--- src/rtl/spi_master_ctrl.sv ---
// spi_master_ctrl: host-request driven SPI master framing 10-bit {cmd, data}
// frames MSB first, with an optional turnaround + 8-bit read phase for
// read-data commands.
// Optional feature macro: SPI_MASTER_CTRL_ERR_CHECK_EN rejects a read-data
// request (cmd 11) when no read-address frame has completed since the last
// read-data frame.
module spi_master_ctrl #(
   parameter int unsigned TURN_CYCLES = 2
) (
   input  logic       clk,
   input  logic       rst,
   input  logic       req_valid,
   output logic       req_ready,
   input  logic [1:0] req_cmd,
   input  logic [7:0] req_data,
   output logic       rsp_valid,
   output logic [7:0] rsp_data,
   output logic       err,
   output logic       busy,
   output logic       SS_n,
   output logic       MOSI,
   input  logic       MISO
);

   typedef enum logic [2:0] {
      IDLE, START, SHIFT, TURN, READ, STOP, ERR
   } state_t;

   localparam logic [3:0] TURN_LAST = 4'(TURN_CYCLES - 1);

   state_t     state, state_nx;
   logic [3:0] cnt, cnt_nx;
   logic [9:0] frame, frame_nx;
   logic [1:0] cmd, cmd_nx;
   logic [7:0] cap, cap_nx;
   logic [7:0] rsp_data_nx;
   logic       addr_ok, addr_ok_nx;
   logic       ss_nx, mosi_nx;
   logic       accept, reject;

   assign req_ready = (state == IDLE) && !rst;
   assign accept    = req_valid && req_ready;
   assign busy      = (state != IDLE);
   assign rsp_valid = (state == STOP);

`ifdef SPI_MASTER_CTRL_ERR_CHECK_EN
   assign reject = (req_cmd == 2'b11) && !addr_ok;
   assign err    = (state == ERR);
`else
   assign reject = 1'b0;
   assign err    = 1'b0;
`endif

   // Next-state and next-output logic; SS_n/MOSI are computed one cycle ahead
   // so that the registered pins line up with the state they belong to.
   always_comb begin
      state_nx    = state;
      cnt_nx      = cnt;
      frame_nx    = frame;
      cmd_nx      = cmd;
      cap_nx      = cap;
      rsp_data_nx = rsp_data;
      addr_ok_nx  = addr_ok;
      ss_nx       = 1'b1;
      mosi_nx     = 1'b0;
      case (state)
         IDLE: begin
            if (accept) begin
               frame_nx = {req_cmd, req_data};
               cmd_nx   = req_cmd;
               if (reject) begin
                  state_nx = ERR;
               end else begin
                  state_nx = START;
                  ss_nx    = 1'b0;
                  mosi_nx  = req_cmd[1];
               end
            end
         end
         START: begin
            // START repeats cmd[1]; the frame register then shifts so that
            // frame[9] always holds the bit for the following SHIFT cycle.
            state_nx = SHIFT;
            ss_nx    = 1'b0;
            mosi_nx  = frame[9];
            frame_nx = {frame[8:0], 1'b0};
            cnt_nx   = '0;
         end
         SHIFT: begin
            ss_nx = 1'b0;
            if (cnt == 4'd9) begin
               cnt_nx = '0;
               if (cmd == 2'b11) begin
                  state_nx = TURN;
               end else begin
                  state_nx = STOP;
                  ss_nx    = 1'b1;
               end
            end else begin
               cnt_nx   = cnt + 4'd1;
               mosi_nx  = frame[9];
               frame_nx = {frame[8:0], 1'b0};
            end
         end
         TURN: begin
            ss_nx = 1'b0;
            if (cnt == TURN_LAST) begin
               cnt_nx   = '0;
               state_nx = READ;
            end else begin
               cnt_nx = cnt + 4'd1;
            end
         end
         READ: begin
            ss_nx  = 1'b0;
            cap_nx = {cap[6:0], MISO};
            if (cnt == 4'd7) begin
               cnt_nx      = '0;
               state_nx    = STOP;
               ss_nx       = 1'b1;
               rsp_data_nx = {cap[6:0], MISO};
            end else begin
               cnt_nx = cnt + 4'd1;
            end
         end
         STOP: begin
            state_nx = IDLE;
            if (cmd == 2'b10) addr_ok_nx = 1'b1;
            if (cmd == 2'b11) addr_ok_nx = 1'b0;
         end
         ERR: begin
            state_nx = IDLE;
         end
         default: begin
            state_nx = IDLE;
         end
      endcase
   end

   // State and registered pin update with synchronous reset.
   always_ff @(posedge clk) begin
      if (rst) begin
         state    <= IDLE;
         cnt      <= '0;
         frame    <= '0;
         cmd      <= '0;
         cap      <= '0;
         rsp_data <= '0;
         addr_ok  <= 1'b0;
         SS_n     <= 1'b1;
         MOSI     <= 1'b0;
      end else begin
         state    <= state_nx;
         cnt      <= cnt_nx;
         frame    <= frame_nx;
         cmd      <= cmd_nx;
         cap      <= cap_nx;
         rsp_data <= rsp_data_nx;
         addr_ok  <= addr_ok_nx;
         SS_n     <= ss_nx;
         MOSI     <= mosi_nx;
      end
   end

endmodule

--- config.mk ---
export PLATFORM = sky130hd
export DESIGN_NAME = spi_master_ctrl
export DESIGN_NICKNAME = d
export VERILOG_FILES = /design/src/rtl/spi_master_ctrl.sv
export SDC_FILE = /design/constraint.sdc
export NUM_CORES = 1
export LEC_CHECK = 0
export CORE_MARGIN = 1
export CORE_UTILIZATION = 30
export DETAILED_ROUTE_END_ITERATION = 6
export PLACE_DENSITY_LB_ADDON = 0.12
export SLEW_MARGIN = 25
export SYNTH_ARGS = -nofsm -noshare
export SYNTH_HDL_FRONTEND = slang
export SYNTH_SLANG_ARGS = --single-unit
--- constraint.sdc ---
create_clock -name clk -period 3.7 [get_ports clk]
set_input_delay 0.74 -clock clk [delete_from_list [all_inputs] [get_ports clk]]
set_output_delay 0.74 -clock clk [all_outputs]
set_load 0.03 [all_outputs]
==> summary.txt, run 1 <==
Clock network
  • CTS Hold Bufs: 0
  • Clock slew at reported path FFs: approximately 70 ps
  • H-tree levels: 2
  • Root Driver: clkbuf_8
  • TritonCTS buffer count: 5
  • CTS sink cnt: 36
  • Clock latency on the worst-skew pair: between 200 and 300 ps
  • CTS resizes: 0
  • CTS tree: yes
  • Worst-case clock buffer depth: 2
  • Setup bufs post-CTS: 0

Yosys
  • Synth Warn #: 0
  • Top cells by count, synth: 36 x dfxtp_1, 25 x nor2_1, 24 x nand2_1
  • Top-area cell type share of the netlist area: a little over two fifths
  • Ys async rst share: 0%
  • Synth Area per Inst: approximately 9.2 µm²
  • Mapped Cells: between 150 and 200
  • Post-synth EDFFs: 0
  • Area leader, netlist: dfxtp_1
  • Top_reg_cell synth: dfxtp_1
  • Top post-synthesis cells by area: dfxtp_1 42%, mux2i_1 12%, a211oi_2 6.5%, nor2_1 5.4%, nand2_1 5.2%
  • Syn Nets: 204
  • Yosys reg bits: 36
  • Sequential fraction of the synthesis area: 41.71%
  • Synth Cell Area: ~1700 µm²
  • Top-count cell post-synth: dfxtp_1
  • Count of different cell masters after synthesis: just over 40

Global route
  • GRT Max-Usage Layer: met2
  • Met3 Track Usage GR: ~4.2%
  • Total track usage: 12.08%
  • Initial antenna violation count: 0
  • Met1 GRT Util: 13.92%
  • First-pass GRT wire length: 5.685 mm
  • Gr ovfl total: 0
  • Number of global-route vias before repair: ~1,200
  • Largest net degree at the start of global routing: 38
  • Met2 Track Usage GR: 20.00%

Cells and area
  • Area grow syn2layout: 21.65%
  • Layout Cells excl Fill: 284
  • Share of layout cells above drive strength 1: between 10% and 20%
  • Nets@finish: 227
  • Ant diodes: 0
  • Fin util: between 30% and 40%

Timing
  • Final setup vio count: 0
  • RSZ-0062 raised after global routing: false
  • Worst Tran Pin Value: a little under 700 ps
  • Final min period: between 2000 and 3000 ps
  • Worst Skew: 7.969 ps
  • Max-slew violations: 0
  • Slew margin rel.: a little over half
  • Fin. Hold Viols: 0
  • Max frequency: 357.3 MHz
  • Final period util: 75.64%
  • Setup_tns: 0 ps

Place
  • RePlAce Congestion: approximately 0.71
  • Placed cells: around 280
  • DP HPWL: 2.349 mm
  • Input/output buffers: 26

Power and ir drop
  • Power per cell area: about 450 nW/µm²
  • Leak Pwr: 0.7155 nW
  • Overall Power: ~950 µW
  • Worst vdd ir: between 150 and 200 µV

Setup path
  • Worst setup SP type: register
  • Worst R2R End: frame[8]
  • CP Data Arrival Time: ~2100 ps
  • R2R setup slack: 1620 ps
  • R2R depth: 4
  • CP Max Fanout: 13
  • Reg2reg start: state[0]
  • WP data required: a little under 3000 ps
  • CP endpoint kind: output port
  • Crit path kind: reg -> out

Hold path
  • Hold endpoint: cap[6]
  • Hold Crit Start: cap[6]
  • Hold crit path type: reg -> reg
  • Hold depth: 2

Floorplanning
  • Die area: approximately 6000 µm²
  • Starting density of the core: 31.19%
  • Core area: ~5500 µm²
  • Die H: 77.89 µm
  • Die width: 77.89 µm
  • I/O pins: 28
  • Rows: 27

Run
  • Max-cap violation count: 0

Run status
  • Status: finished, final reports clean

Drt
  • DRT antenna net count: 0
  • Per-cell routed wire length: 12.11 µm
  • Via Count: about 1,300
  • DR vias/cell: around 4.7
  • Initial DRC count: 50
  • Final wirelength: about 3.4 mm
  • Drt first pass iters: 3
  • DR DRC count: 0
==> metrics by stage <==
step / hold WS, ps / setup slack, ps / cell area, µm²
2_1_floorplan: 436.0 / 1360 / 1728
3_3_place_gp: 449.0 / 964.8 / 2008
3_5_place_dp: 454.6 / 970.4 / 2008
4_1_cts: 465.2 / 880.1 / 2102
5_1_grt: 485.4 / 809.8 / 2102
6_report: 460.2 / 901.2 / 2102
==> cell usage in the layout, fill, tap and decap left out, drive strengths merged, types with 2 or more instances in the layout <==
cell	Yosys	routed
nor2b	3	3
a31oi	2	2
nor2	28	28
a21oi	14	14
dfxtp	36	36
nand2b	3	3
clkdlybuf4s50	0	26
ha	2	2
clkbuf	4	7
o21ai	5	5
nand3	3	3
nor3	7	7
inv	2	2
a211oi	9	9
mux2i	21	21
buf	8	2
nand2	26	26
nand3b	2	2
==> report_power, final <==
group	internal (mW)	switching, mW	total [mW]
Combinational	0.0970	0.118	0.215
Sequential	0.419	0.0286	0.447
Clock	0.151	0.136	0.288
Total	0.667	0.283	0.950
==> critical path, cell delays in order (launching register included) <==
cell             delay (ps)
dfxtp_1                 490
or3_1                   490
nor2_1                  110
clkdlybuf4s50_1         670
==> state kept, by name, summed over array words and instances (netlist names) <==
name and cells:
frame 10, cap 7, state 3, cmd 2
rsp_data 8, SS_n 1, MOSI 1, cnt 4
==> cells by family (layout without fill, tap and decap cells) <==
logic type / count (synthesis) / count (layout) / synth area share [%]
adders and majority gates: 2 / 2 / 1.448
AOI/OAI and AO/OA: 35 / 35 / 15.93
other: 1 / 1 / 0.2170
xor gates and xnor gates: 1 / 1 / 0.5070
muxes: 21 / 21 / 12.17
DFF: 36 / 36 / 41.71
buffers and inverters: 14 / 38 / 5.357
and+or+nand+nor: 78 / 78 / 22.67
==> cell type report <==
class	instances	area (µm²)
inverter	2	7.507
fill	584	3438
tap	72	90.09
sequential	36	720.7
clock buffer	7	86.33
timing repair buffer	28	275.3
multi-input combinational	138	914.6
clock inverter	1	7.507
==> how the worst max path moves through the flow <==
stage                  start  slack [ps]        end
floorplan                rst        1360  req_ready
global placement         rst         960  req_ready
detailed placement       rst         970  req_ready
CTS                 state[0]         880  req_ready
global route        state[0]         810  req_ready
finish              state[0]         900  req_ready
==> routing by layer <==
layer | wire length (µm) | share of wire [%]
met1 | 1624 | 47
met2 | 1600 | 47
met3 | 151 | 4.4
met4 | 63 | 1.8
met5 | 0 | 0
Power figures use the tool's default switching activity.
==> inputs of run 2 (changes only) <==
==> constraint.sdc (replaced) <==
create_clock -name clk -period 2.4 [get_ports clk]
set_input_delay 0.48 -clock clk [delete_from_list [all_inputs] [get_ports clk]]
set_output_delay 0.48 -clock clk [all_outputs]
set_load 0.03 [all_outputs]
==> run 2 against run 1 <==
First-iteration DRC count increased by 56%. Hold slack better by 8.8 ps. Critical path depth increased by 1.
==> summary.txt, run 2 (same netlist as run 1, synthesis figures left out) <==
Run status
  • Status: finished, final reports clean

Cells and area
  • Area grow syn2layout: 25.92%
  • Ant diodes: 0
  • Reg with most FFs: frame
  • Number of flip-flops in the largest register: 10
  • Most common cell after layout, fill and taps aside: dfxtp_1
  • Nets@finish: around 230
  • Biggest regs: frame (10), rsp_data (8), cap (7)
  • Share of layout cells above drive strength 1: roughly 16%
  • Most frequent cells in the layout: 36 x dfxtp_1, 25 x nor2_1, 25 x clkdlybuf4s50_1, 24 x nand2_1, 21 x mux2i_1

Floorplanning
  • Starting density of the core: between 30% and 40%
  • Rows: 27
  • Die width: between 70 and 80 µm
  • Die H: slightly below 80 µm
  • Die area: 6067 µm²
  • I/O pins: 28
  • Core area: between 5000 and 6000 µm²

Timing
  • Final setup vio count: 0
  • Final min period: 2288 ps
  • Max-slew violations: 0
  • Final period util: between 90% and 100%
  • Max frequency: about 440 MHz
  • RSZ-0062 raised after global routing: false
  • Final Worst Setup Slack: around 110 ps
  • Worst Skew: between 4 and 5 ps
  • Hold slack: roughly 470 ps
  • Setup_tns: 0 ps
  • Fin. Hold Viols: 0

Drt
  • Per-cell routed wire length: about 12 µm
  • Drt first pass iters: 4
  • Via Count: roughly 1,400
  • Initial DRC count: between 70 and 80
  • Final wirelength: 3.603 mm
  • DR DRC count: 0
  • DR vias/cell: roughly 4.8
  • DRT antenna net count: 0

Global route
  • Gr ovfl total: 0
  • First-pass GRT wire length: between 6 and 7 mm
  • Largest net degree at the start of global routing: 21
  • Initial antenna violation count: 0
  • Total track usage: approximately 13%
  • Number of global-route vias before repair: ~1,300

Power and ir drop
  • Power per cell area: ~720 nW/µm²
  • Worst vdd ir: between 200 and 300 µV
  • Leak Pwr: around 0.77 nW

Setup path
  • Setup crit start: state[1]
  • Crit-path cells: buf_4, nand2b_1, nor2_1, clkdlybuf4s50_1
  • CP endpoint: rsp_valid
  • Critical path depth: 4
  • Slowest-stage cell, CP: clkdlybuf4s50_1
  • Worst R2R End: frame[8]
  • CP Max Fanout: 12
  • Crit path max-delay family: buffers and inverters
  • CP endpoint kind: output port
  • R2R setup slack: approximately 780 ps
  • Reg2reg start: state[1]
  • Worst setup SP type: register
  • CP peak stage delay: around 680 ps
  • Crit path kind: reg -> out
  • WP data required: 1920 ps
  • CP bufs+invs: 2
  • CP Data Arrival Time: ~1800 ps
  • R2R depth: 6

Clock network
  • H-tree levels: 2
  • Clock latency on the worst-skew pair: 280 ps
  • CTS tree: yes
  • TritonCTS buffer count: 5
  • Clock slew at reported path FFs: roughly 70 ps
  • Root Driver: clkbuf_8
  • CTS Hold Bufs: 0
  • CTS sink cnt: 36
  • Worst-case clock buffer depth: 2

Place
  • RePlAce Congestion: 0.7710
  • Input/output buffers: 26
  • Dpl ws: ~210 ps
  • DP HPWL: 2.531 mm

Hold path
  • Hold crit path type: reg -> reg
  • Hold depth: 2

Run
  • Max-cap violation count: 0
[run 2: where the power goes]
group          leakage (nW)  switching [mW]  total, mW  internal, mW
sequential            0.294          0.0248      0.670         0.645
combinational         0.424           0.209      0.386         0.177
clock                0.0552           0.212      0.520         0.308
total                 0.773           0.446       1.58          1.13
[run 2: worst min-delay path by stage]
stage            from  endpoint  slack [ps]
2_1_floorplan  cap[6]    cap[6]         440
3_3_place_gp   cap[6]    cap[6]         450
3_5_place_dp   cap[4]    cap[5]         470
4_1_cts        cap[4]    cap[5]         480
5_1_grt        cap[5]    cap[6]         500
6_report       cap[6]    cap[6]         470
[run 2: cell type report]
| class | count | area (µm²) |
|---|---|---|
| Tap cell | 72 | 90.09 |
| Clock buffer | 6 | 72.57 |
| Multi-Input combinational cell | 138 | 914.6 |
| Inverter | 2 | 7.507 |
| Fill cell | 553 | 3364 |
| Clock inverter | 2 | 35.03 |
| Sequential cell | 36 | 720.7 |
| Timing Repair Buffer | 34 | 335.3 |
[run 2: timing repair]
| action | CTS | global route |
|---|---|---|
| setup endpoints to repair | 0 | 1 |
| gates resized for setup | 0 | 1 |
| buffers inserted | 0 | 0 |
[run 2: metrics by stage]
stage | cell area (µm²) | instances | total power [mW] | util (%)
floorplan | 1728 | 188 | 0.9838 | -
global placement | 2066 | 282 | 1.063 | 37.29
detailed placement | 2066 | 282 | 1.075 | 37.29
CTS | 2173 | 290 | 1.600 | 39.23
global route | 2176 | 290 | 1.669 | 39.27
finish | 2176 | 290 | 1.576 | 39.27
[run 2: routing by layer]
metal | track usage, % | routed length [µm] | up-vias
li1 | - | - | 704
met4 | 6.111 | 90 | 0
met1 | 15.34 | 1656 | 646
met5 | 0 | 0 | -
met3 | 3.647 | 177 | 8
met2 | 21.50 | 1678 | 44
[run 2: worst register-to-register path, cell delays in order, from the launching register on]
cell	delay, ps
dfxtp_1	330
buf_4	200
or2b_1	280
a21oi_2	130
buf_4	210
mux2i_1	270
a211oi_2	90
==> inputs of run 3 (changes only) <==
--- a/config.mk
+++ b/config.mk
@@ -9,7 +9,7 @@
 export CORE_UTILIZATION = 30
 export DETAILED_ROUTE_END_ITERATION = 6
 export PLACE_DENSITY_LB_ADDON = 0.12
-export SLEW_MARGIN = 25
+export SLEW_MARGIN = 30
 export SYNTH_ARGS = -nofsm -noshare
 export SYNTH_HDL_FRONTEND = slang
 export SYNTH_SLANG_ARGS = --single-unit
==> results of run 3 <==
No change in the layout: final DEF, timing and power equal those of run 2.
